## src/rtl/rgb_hue_prep_if.sv

```systemverilog
// Pixel-in / divider-request / side-band bundle for the hue front end.
// master drives the RGB stream; slave is the prep block producing div_* and side_*.
interface rgb_hue_prep_if #(
  parameter int unsigned DW   = 8,
  parameter int unsigned FRAC = 8
);
  localparam int unsigned DVW = DW + FRAC;

  logic           in_valid;
  logic [DW-1:0]  in_r;
  logic [DW-1:0]  in_g;
  logic [DW-1:0]  in_b;

  logic           div_valid;
  logic [DVW-1:0] div_dividend;
  logic [DW-1:0]  div_divisor;

  logic           side_valid;
  logic [2:0]     side_sector;
  logic           side_dir;
  logic [DW-1:0]  side_vmax;
  logic [DW-1:0]  side_delta;
  logic           side_gray;

  modport master (
    output in_valid, in_r, in_g, in_b,
    input  div_valid, div_dividend, div_divisor,
    input  side_valid, side_sector, side_dir, side_vmax, side_delta, side_gray
  );

  modport slave (
    input  in_valid, in_r, in_g, in_b,
    output div_valid, div_dividend, div_divisor,
    output side_valid, side_sector, side_dir, side_vmax, side_delta, side_gray
  );
endinterface

```

## src/rtl/rgb_hue_prep.sv

```systemverilog
// Hue front end: max/min/sector extraction feeding the pipelined divider, with
// sector/V/delta side-band delayed to line up with the divider's output.
module rgb_hue_prep #(
  parameter int unsigned DW      = 8,
  parameter int unsigned FRAC    = 8,
  parameter int unsigned DIV_LAT = 16
) (
  input  logic         clk,
  input  logic         resetn,
  rgb_hue_prep_if.slave bus
);
  localparam int unsigned DVW = DW + FRAC;

  typedef enum logic [1:0] {SEL_R = 2'd0, SEL_G = 2'd1, SEL_B = 2'd2} sel_e;

  typedef struct packed {
    logic          valid;
    logic [2:0]    sector;
    logic          dir;
    logic [DW-1:0] vmax;
    logic [DW-1:0] delta;
    logic          gray;
  } side_t;

  // Stage 1 registers
  logic          s1_valid_q;
  sel_e          s1_sel_q, s1_sel_d;
  logic [DW-1:0] s1_max_q, s1_max_d;
  logic [DW-1:0] s1_min_q, s1_min_d;
  logic [DW-1:0] s1_r_q, s1_g_q, s1_b_q;

  // Stage 2 registers
  side_t          s2_side_q, s2_side_d;
  logic [DVW-1:0] div_dividend_q, div_dividend_d;
  logic [DW-1:0]  div_divisor_q, div_divisor_d;

  side_t side_q [DIV_LAT];

  // Max select with R>G>B priority on ties
  always_comb begin
    s1_sel_d = SEL_B;
    s1_max_d = bus.in_b;
    if (bus.in_r >= bus.in_g && bus.in_r >= bus.in_b) begin
      s1_sel_d = SEL_R;
      s1_max_d = bus.in_r;
    end else if (bus.in_g >= bus.in_b) begin
      s1_sel_d = SEL_G;
      s1_max_d = bus.in_g;
    end
    s1_min_d = bus.in_r;
    if (bus.in_g < s1_min_d) s1_min_d = bus.in_g;
    if (bus.in_b < s1_min_d) s1_min_d = bus.in_b;
  end

  always_ff @(posedge clk or negedge resetn) begin
    if (!resetn) begin
      s1_valid_q <= 1'b0;
      s1_sel_q   <= SEL_R;
      s1_max_q   <= '0;
      s1_min_q   <= '0;
      s1_r_q     <= '0;
      s1_g_q     <= '0;
      s1_b_q     <= '0;
    end else begin
      s1_valid_q <= bus.in_valid;
      s1_sel_q   <= s1_sel_d;
      s1_max_q   <= s1_max_d;
      s1_min_q   <= s1_min_d;
      s1_r_q     <= bus.in_r;
      s1_g_q     <= bus.in_g;
      s1_b_q     <= bus.in_b;
    end
  end

  // Sector/direction/diff; diff never exceeds delta so the dividend cannot overflow
  logic [DW-1:0] delta_c;
  logic [DW-1:0] diff_c;
  logic [2:0]    sector_c;
  logic          dir_c;

  always_comb begin
    delta_c  = s1_max_q - s1_min_q;
    diff_c   = '0;
    sector_c = 3'd0;
    dir_c    = 1'b1;
    case (s1_sel_q)
      SEL_R: begin
        if (s1_g_q >= s1_b_q) begin sector_c = 3'd0; dir_c = 1'b1; diff_c = s1_g_q - s1_b_q; end
        else                  begin sector_c = 3'd5; dir_c = 1'b0; diff_c = s1_b_q - s1_g_q; end
      end
      SEL_G: begin
        if (s1_b_q >= s1_r_q) begin sector_c = 3'd2; dir_c = 1'b1; diff_c = s1_b_q - s1_r_q; end
        else                  begin sector_c = 3'd1; dir_c = 1'b0; diff_c = s1_r_q - s1_b_q; end
      end
      default: begin
        if (s1_r_q >= s1_g_q) begin sector_c = 3'd4; dir_c = 1'b1; diff_c = s1_r_q - s1_g_q; end
        else                  begin sector_c = 3'd3; dir_c = 1'b0; diff_c = s1_g_q - s1_r_q; end
      end
    endcase

    s2_side_d.valid  = s1_valid_q;
    s2_side_d.sector = sector_c;
    s2_side_d.dir    = dir_c;
    s2_side_d.vmax   = s1_max_q;
    s2_side_d.delta  = delta_c;
    s2_side_d.gray   = (delta_c == '0);
    div_dividend_d   = DVW'(diff_c) << FRAC;
    div_divisor_d    = delta_c;

    // Gray pixel: never issue a divide by zero
    if (delta_c == '0) begin
      s2_side_d.sector = 3'd0;
      s2_side_d.dir    = 1'b1;
      div_dividend_d   = '0;
      div_divisor_d    = DW'(1);
    end
  end

  always_ff @(posedge clk or negedge resetn) begin
    if (!resetn) begin
      s2_side_q      <= '0;
      div_dividend_q <= '0;
      div_divisor_q  <= '0;
    end else begin
      s2_side_q      <= s2_side_d;
      div_dividend_q <= div_dividend_d;
      div_divisor_q  <= div_divisor_d;
    end
  end

  // Free-running side-band delay matching the divider latency
  always_ff @(posedge clk or negedge resetn) begin
    if (!resetn) begin
      for (int unsigned k = 0; k < DIV_LAT; k++) side_q[k] <= '0;
    end else begin
      side_q[0] <= s2_side_q;
      for (int unsigned k = 1; k < DIV_LAT; k++) side_q[k] <= side_q[k-1];
    end
  end

  assign bus.div_valid    = s2_side_q.valid;
  assign bus.div_dividend = div_dividend_q;
  assign bus.div_divisor  = div_divisor_q;

  assign bus.side_valid   = side_q[DIV_LAT-1].valid;
  assign bus.side_sector  = side_q[DIV_LAT-1].sector;
  assign bus.side_dir     = side_q[DIV_LAT-1].dir;
  assign bus.side_vmax    = side_q[DIV_LAT-1].vmax;
  assign bus.side_delta   = side_q[DIV_LAT-1].delta;
  assign bus.side_gray    = side_q[DIV_LAT-1].gray;

endmodule
```

## src/flat_wrapper.sv

```systemverilog
// flat-port wrapper written by rule: the top's interface ports become plain ports
module rgb_hue_prep_flat 
#(
  parameter int unsigned DW      = 8,
  parameter int unsigned FRAC    = 8,
  parameter int unsigned DIV_LAT = 16
)
  (clk, resetn, bus_in_valid, bus_in_r, bus_in_g, bus_in_b, bus_div_valid, bus_div_dividend, bus_div_divisor, bus_side_valid, bus_side_sector, bus_side_dir, bus_side_vmax, bus_side_delta, bus_side_gray);
  rgb_hue_prep_if #(.DW(DW), .FRAC(FRAC)) bus_i ();
  input  logic clk;
  input  logic resetn;
  input wire logic [$bits(bus_i.in_valid)-1:0] bus_in_valid;
  input wire logic [$bits(bus_i.in_r)-1:0] bus_in_r;
  input wire logic [$bits(bus_i.in_g)-1:0] bus_in_g;
  input wire logic [$bits(bus_i.in_b)-1:0] bus_in_b;
  output wire logic [$bits(bus_i.div_valid)-1:0] bus_div_valid;
  output wire logic [$bits(bus_i.div_dividend)-1:0] bus_div_dividend;
  output wire logic [$bits(bus_i.div_divisor)-1:0] bus_div_divisor;
  output wire logic [$bits(bus_i.side_valid)-1:0] bus_side_valid;
  output wire logic [$bits(bus_i.side_sector)-1:0] bus_side_sector;
  output wire logic [$bits(bus_i.side_dir)-1:0] bus_side_dir;
  output wire logic [$bits(bus_i.side_vmax)-1:0] bus_side_vmax;
  output wire logic [$bits(bus_i.side_delta)-1:0] bus_side_delta;
  output wire logic [$bits(bus_i.side_gray)-1:0] bus_side_gray;
  assign bus_i.in_valid = bus_in_valid;
  assign bus_i.in_r = bus_in_r;
  assign bus_i.in_g = bus_in_g;
  assign bus_i.in_b = bus_in_b;
  assign bus_div_valid = bus_i.div_valid;
  assign bus_div_dividend = bus_i.div_dividend;
  assign bus_div_divisor = bus_i.div_divisor;
  assign bus_side_valid = bus_i.side_valid;
  assign bus_side_sector = bus_i.side_sector;
  assign bus_side_dir = bus_i.side_dir;
  assign bus_side_vmax = bus_i.side_vmax;
  assign bus_side_delta = bus_i.side_delta;
  assign bus_side_gray = bus_i.side_gray;
  rgb_hue_prep #(.DW(DW), .FRAC(FRAC), .DIV_LAT(DIV_LAT)) u_core (.clk(clk), .resetn(resetn), .bus(bus_i));
endmodule
```

## config.mk

```make
export PLATFORM = sky130hd
export DESIGN_NAME = rgb_hue_prep_flat
export DESIGN_NICKNAME = d
export VERILOG_FILES = /design/src/rtl/rgb_hue_prep_if.sv /design/src/rtl/rgb_hue_prep.sv /design/src/flat_wrapper.sv
export SDC_FILE = /design/constraint.sdc
export NUM_CORES = 1
export LEC_CHECK = 0
export CAP_MARGIN = 20
export CORE_AREA = 2 2 250 178
export CTS_CLUSTER_DIAMETER = 120
export DETAILED_ROUTE_END_ITERATION = 16
export DIE_AREA = 0 0 252 180
export HOLD_SLACK_MARGIN = 0.08
export PLACE_DENSITY_LB_ADDON = 0.12
export SLEW_MARGIN = 5
export SYNTH_ARGS = -nofsm -noshare
export SYNTH_HDL_FRONTEND = slang
export SYNTH_SLANG_ARGS = --single-unit
```

## constraint.sdc

```tcl
create_clock -name clk -period 3.9 [get_ports clk]
set_clock_uncertainty 0.05 [all_clocks]
set_input_delay 0.39 -clock clk [delete_from_list [all_inputs] [get_ports clk]]
set_output_delay 0.39 -clock clk [all_outputs]
set_load 0.05 [all_outputs]
```

Yosys cells after proc, flatten, opt, wreduce, memory -nomap -nowiden

Cells that the tools add are included.

Bits of input ports: 27
Word-level logic and storage cells: 151
Flip-flop bits (word level): 441
Output and inout bits: 47

Equality and inequality tests: 1
Add/sub/neg operators: 7
Muxes and demuxes: 21
Reduce and logical (&&, ||, !) cells: 3
Order comparisons: 8

Operators with widths:

| kind                                                            | count |
|---|---|
| 8-bit 2-to-1 mux                                                | 8 |
| 8-bit subtractor                                                | 7 |
| 8-bit greater-or-equal comparator                               | 6 |
| 8-bit less-than comparator                                      | 2 |
| 16-bit 2-to-1 mux                                               | 1 |
| 8-bit case mux with 2 select lines                              | 1 |
| 8-bit zero test                                                 | 1 |
| 2-bit 2-to-1 mux                                                | 3 |
| 3-bit 2-to-1 mux                                                | 2 |
| 3-bit case mux with 2 select lines                              | 1 |
| 4-bit 2-to-1 mux                                                | 1 |
| 1-bit 2-to-1 mux                                                | 3 |
| 2-bit by 1-bit == test with 1-bit output, second input constant | 1 |
| 2-bit zero test                                                 | 1 |
| 1-bit case mux with 2 select lines                              | 1 |
| 1-bit logical AND                                               | 1 |

Depth between registers and ports, before layout

Depth after elaboration: 4
Depth in mapped cells: 16
Depth with buffers taken out: 16

Worst setup path after synthesis

OpenSTA, ideal clock, no wires.

Path kind: input-to-reg
Start: input port bus_in_r[1]
End: register u_core.s1_min_q[0]
Setup time: 0.120 ns
Arrival: 3.188 ns
Path buffers: 1
Setup slack: 0.541 ns
Required time: 3.730 ns
Stages: 15
Path through: inv_1 ha_1 nor2b_1 o21a_1 o21ai_1 a21o_1 nand2_1 mux2i_1 ha_1 a21o_1 a21o_1 a21oi_1 or3b_1 buf_2 o211a_1

Word-level cells in the longest chain between the ends: 4

RTL lines:

| item                       | RTL line           | text |
|---|---|---|
| start: declaration         | flat_wrapper.sv:13 | `input wire logic [$bits(bus_i.in_r)-1:0] bus_in_r;` |
| 8-bit less-than comparator | rgb_hue_prep.sv:51 | `if (bus.in_g < s1_min_d) s1_min_d = bus.in_g;` |
| 8-bit 2-to-1 mux *         | rgb_hue_prep.sv:51 |  |
| 8-bit less-than comparator | rgb_hue_prep.sv:52 | `if (bus.in_b < s1_min_d) s1_min_d = bus.in_b;` |
| 8-bit 2-to-1 mux *         | rgb_hue_prep.sv:52 |  |
| via u_core.s1_min_d[0]     | rgb_hue_prep.sv:29 | `logic [DW-1:0] s1_min_q, s1_min_d;` |
| end signal: assignment     | rgb_hue_prep.sv:68 | `s1_min_q <= s1_min_d;` |
| end: declaration           | rgb_hue_prep.sv:29 |  |

The timed path passes the listed nets; every way through them passes the cells marked *.

Final worst setup path

Start: register u_core.s1_r_q[1]
End: register u_core.div_dividend_q[13], in the netlist u_core.bus.div_dividend[13]

Word-level cells in the longest chain between the ends: 4
Elaborated cells between the ends (all ways): 10
Those cells by class: add/sub: 4; order compare: 2; mux: 4

RTL lines:

| item                                     | RTL line                               | text |
|---|---|---|
| start: declaration                       | rgb_hue_prep.sv:30                     | `logic [DW-1:0] s1_r_q, s1_g_q, s1_b_q;` |
| start signal: assignment                 | rgb_hue_prep.sv:69                     | `s1_r_q <= bus.in_r;` |
| 8-bit subtractor (tied with other cells) | rgb_hue_prep.sv:97                     | `else begin sector_c = 3'd3; dir_c = 1'b0; diff_c = s1_g_q - s1_r_q; end` |
| 8-bit 2-to-1 mux (on tied branches)      | rgb_hue_prep.sv:96, rgb_hue_prep.sv:92 |  |
| 8-bit case mux with 2 select lines *     | rgb_hue_prep.sv:86                     | `case (s1_sel_q)` |
| 16-bit 2-to-1 mux *                      | rgb_hue_prep.sv:111                    | `if (delta_c == '0) begin` |
| via u_core.div_dividend_d[13]            | rgb_hue_prep.sv:34                     | `logic [DVW-1:0] div_dividend_q, div_dividend_d;` |
| end signal: assignment                   | rgb_hue_prep.sv:126                    | `div_dividend_q <= div_dividend_d;` |
| end: declaration                         | rgb_hue_prep.sv:34                     |  |

Marks and branches as above.

==> results.yml <==
outcome:
  outcome: "finished clean"
worst_setup_path:
  crit_buf_inv: 1
  worst_path_max_delay_cell: "dfrtp_1"
  crit_fanout: 5
  r2r_end: "u_core.bus.div_dividend[13]$_DFF_PN0_"
  cp_cell_sequence: "inv_1 > fa_1 > a21o_1 > a21oi_1 > a311o_1 > nand2_1 > a31oi_1 > xor2_1 > a211oi_1 > a2111oi_2"
  r2r.worst_path.cells: 10
  critical_path.startpoint_type: "flop"
  cp.arrival_ps: 3830
  crit_end: "u_core.bus.div_dividend[13]$_DFF_PN0_"
  cp-startpoint: "u_core.s1_r_q[1]$_DFF_PN0_"
  cp_num_cells: 10
  timing.rr.start: "u_core.s1_r_q[1]$_DFF_PN0_"
  crit_required_ps: 4260
  critPathCaptureType: "flop"
  slowest_delay_ps: 530
  critPathKind: "flop to flop"
  ff2ff_setup_slack_ps: 430
  crit_family: "compound AO/OA/AOI/OAI gates"
grt:
  grt_max_degree: 115
  grt_use_met2_pct: 17.5
  grt_busiest_layer: "met1"
  globalRouteMet1Util_pct: 19.2
  grt_pass1_vias: 7783
  grt_usage_pct: 12.3
  grt_pass1_wl_um: 43700
  use_met3_pct: 2.48
  antenna_found_initial: 0
  grt_overflow: 0
cells_and_area:
  reg_top3: "u_core.side_q (330), u_core.s2_side_q (21)"
  finalNonFillerCells: 1696
  num-fill-cells: 3977
  largest_register_ffs: 330
  regMostFlops: "u_core.side_q"
  area_growth_syn_to_layout_pct: 20.6
  antenna_cells: 0
  design_area_um2: 17900
  drive_above_1_share_pct: 11.8
  nets: 1217
  layout_commonest_cell: "dfrtp_1"
  layout_common_cells: "433 x dfrtp_1, 83 x ha_1, 70 x inv_1"
clock_network:
  cts_setup_buffers: 0
  cts_sinks: 433
  cts_tree: "yes"
  root_buffer: "clkbuf_16"
  clk_latency_ps: 540
  htreeDepth: 2
  clk_path_buf_depth: 3
  cts_made_buffers: 43
  path_clk_slew_ps: 60
drt:
  wl_per_cell_um: 15.7
  viasPerCell: 4.40
  totalWireLength_um: 26600
  final_antenna_net_count: 0
  drt_iter0_markers: 477
  num_vias: 7461
  drc: 0
  dr.pass1.iters: 4
floorplan:
  dieArea_um2: 45400
  dieHeight_um: 180
  core_um2: 43100
  die_w_um: 252
  row_count: 64
  io_pins: 74
  start_util_pct: 34.4
power_and_ir_drop:
  power.density_nw_per_um2: 684
  vdd_drop_max_v: 0.000346
  power_switching_mw: 3.25
  leakagePower_nw: 8.40
  pwr-share-clk_pct: 34.7
  comb_power_share_pct: 15.9
  sw_frac_of_total_pct: 26.5
  seqPwrFrac_pct: 49.4
  power.internal_mw: 8.98
timing:
  min_period_over_period_pct: 88.9
  slew_violations: 0
  setup_ws_ps: 432
  setup_viol: 0
  tightest_slew_ps: 872
  period_needed_ps: 3470
  max_slew_margin_pct: 41.9
  fmax_mhz: 288
  setup_tns_ps: 0
  grt_setup_unrepaired: "no"
  hold_viol: 0
placed_design:
  placed_cells: 1615
  place_hpwl_um: 18700
  io_buffers: 65
  gp_congestion: 0.801
  placed_cell_area_um2: 16400
  dp_slack_ps: -119
worst_hold_path:
  min_from: "bus_in_valid"
  min_path_type: "primary input to flop"
synth:
  ys_ff_latch: 433
  synth_cell_types: 60
  synth_edf_count: 0
  yosysWarnings: 0
  synthArstFlopShare_pct: 100
  seq_area_frac_synth_pct: 73.0
  syn_area_um2: 14800
  syn_inst: 975
  synth_ff_type: "dfrtp_1"
  avgSynthCellArea_um2: 15.2
flow_run:
  cap_violations: 0
==> synth_stat cells, types with 4 or more instances <==
master,count,area [um2]
nand2_1,18,67.6
buf_2,5,25.0
xor2_1,7,61.3
o211ai_1,4,30.0
dfrtp_1,433,10800
nor3_1,10,50.1
mux2i_1,39,390
o21bai_1,4,30.0
and2_1,4,25.0
nand3_1,12,60.1
a21o_1,16,120
xnor2_1,12,105
ha_1,83,1040
o21ai_0,17,85.1
a31oi_1,7,43.8
mux2_2,6,67.6
or3_1,6,37.5
inv_1,70,263
buf_4,28,210
a21oi_1,43,215
fa_1,7,140
nor2_1,40,150
o21a_1,10,75.1
nand2b_1,7,43.8
clkbuf_1,10,37.5
a211oi_1,13,97.6
o211a_1,8,80.1
nor2b_1,5,31.3
==> how the worst min path moves through the flow <==
stage | slack [ps] | cells past startpoint | to
global placement | 280 | 0 | u_core.side_q[177]$_DFF_PN0_
global route | 220 | 1 | u_core.s1_valid_q$_DFF_PN0_
CTS | 220 | 1 | u_core.s1_valid_q$_DFF_PN0_
finish | 250 | 1 | u_core.s1_valid_q$_DFF_PN0_
floorplan | 40 | 0 | u_core.bus.div_dividend[10]$_DFF_PN0_
detailed placement | 280 | 0 | u_core.bus.side_delta[0]$_DFF_PN0_
==> layer usage <==
metal / routed length (um) / vias up
met5: 0 / -
met4: 464 / 0
met3: 1020 / 40
met2: 11200 / 146
met1: 13900 / 3760
li1: - / 3515
==> power by group through the flow <==
stage | Clock, mW | Sequential [mW] | Combinational [mW]
floorplan | 0 | 6.29 | 1.07
global placement | 0 | 6.10 | 1.97
detailed placement | 0 | 6.15 | 1.97
CTS | 4.41 | 6.07 | 1.98
global route | 4.60 | 6.19 | 2.11
finish | 4.24 | 6.04 | 1.95
==> kinds of logic (layout without fill, tap and decap cells) <==
family / Yosys count / count (layout) / synth area share [%]
fa+ha+maj: 90 / 90 / 7.94
xor+xnor: 19 / 19 / 1.12
compound gates: 152 / 152 / 7.12
mux: 45 / 45 / 3.09
flops: 433 / 433 / 73.0
simple gates: 121 / 121 / 4.04
other cells: 1 / 8 / 0.0253
buf+inv: 114 / 267 / 3.63
==> per-stage QoR <==
step	power [mW]	hold WS (ps)	util, %
floorplan	7.36	44.4	-
detailed placement	8.12	285	38.0
global route	12.9	222	41.5
finish	12.2	254	41.5
global placement	8.07	281	38.0
CTS	12.5	220	41.5
==> cell type report <==
| type | count | area, um2 | share of cell area [%] |
|---|---|---|---|
| Clock buffer | 64 | 1290 | 7.20 |
| Timing Repair Buffer | 117 | 1100 | 6.14 |
| Multi-Input combinational cell | 435 | 3490 | 19.5 |
| Inverter | 70 | 263 | 1.47 |
| Sequential cell | 433 | 10800 | 60.6 |
| Clock inverter | 16 | 215 | 1.20 |
| Tap cell | 561 | 702 | 3.92 |
==> what timing repair did <==
action,CTS,global route
hold buffers,1,0
endpoints found under the setup margin,0,0
endpoints found under the hold margin,107,0
gates resized for setup,0,0
Note: power is estimated with default switching activity, not from simulation.
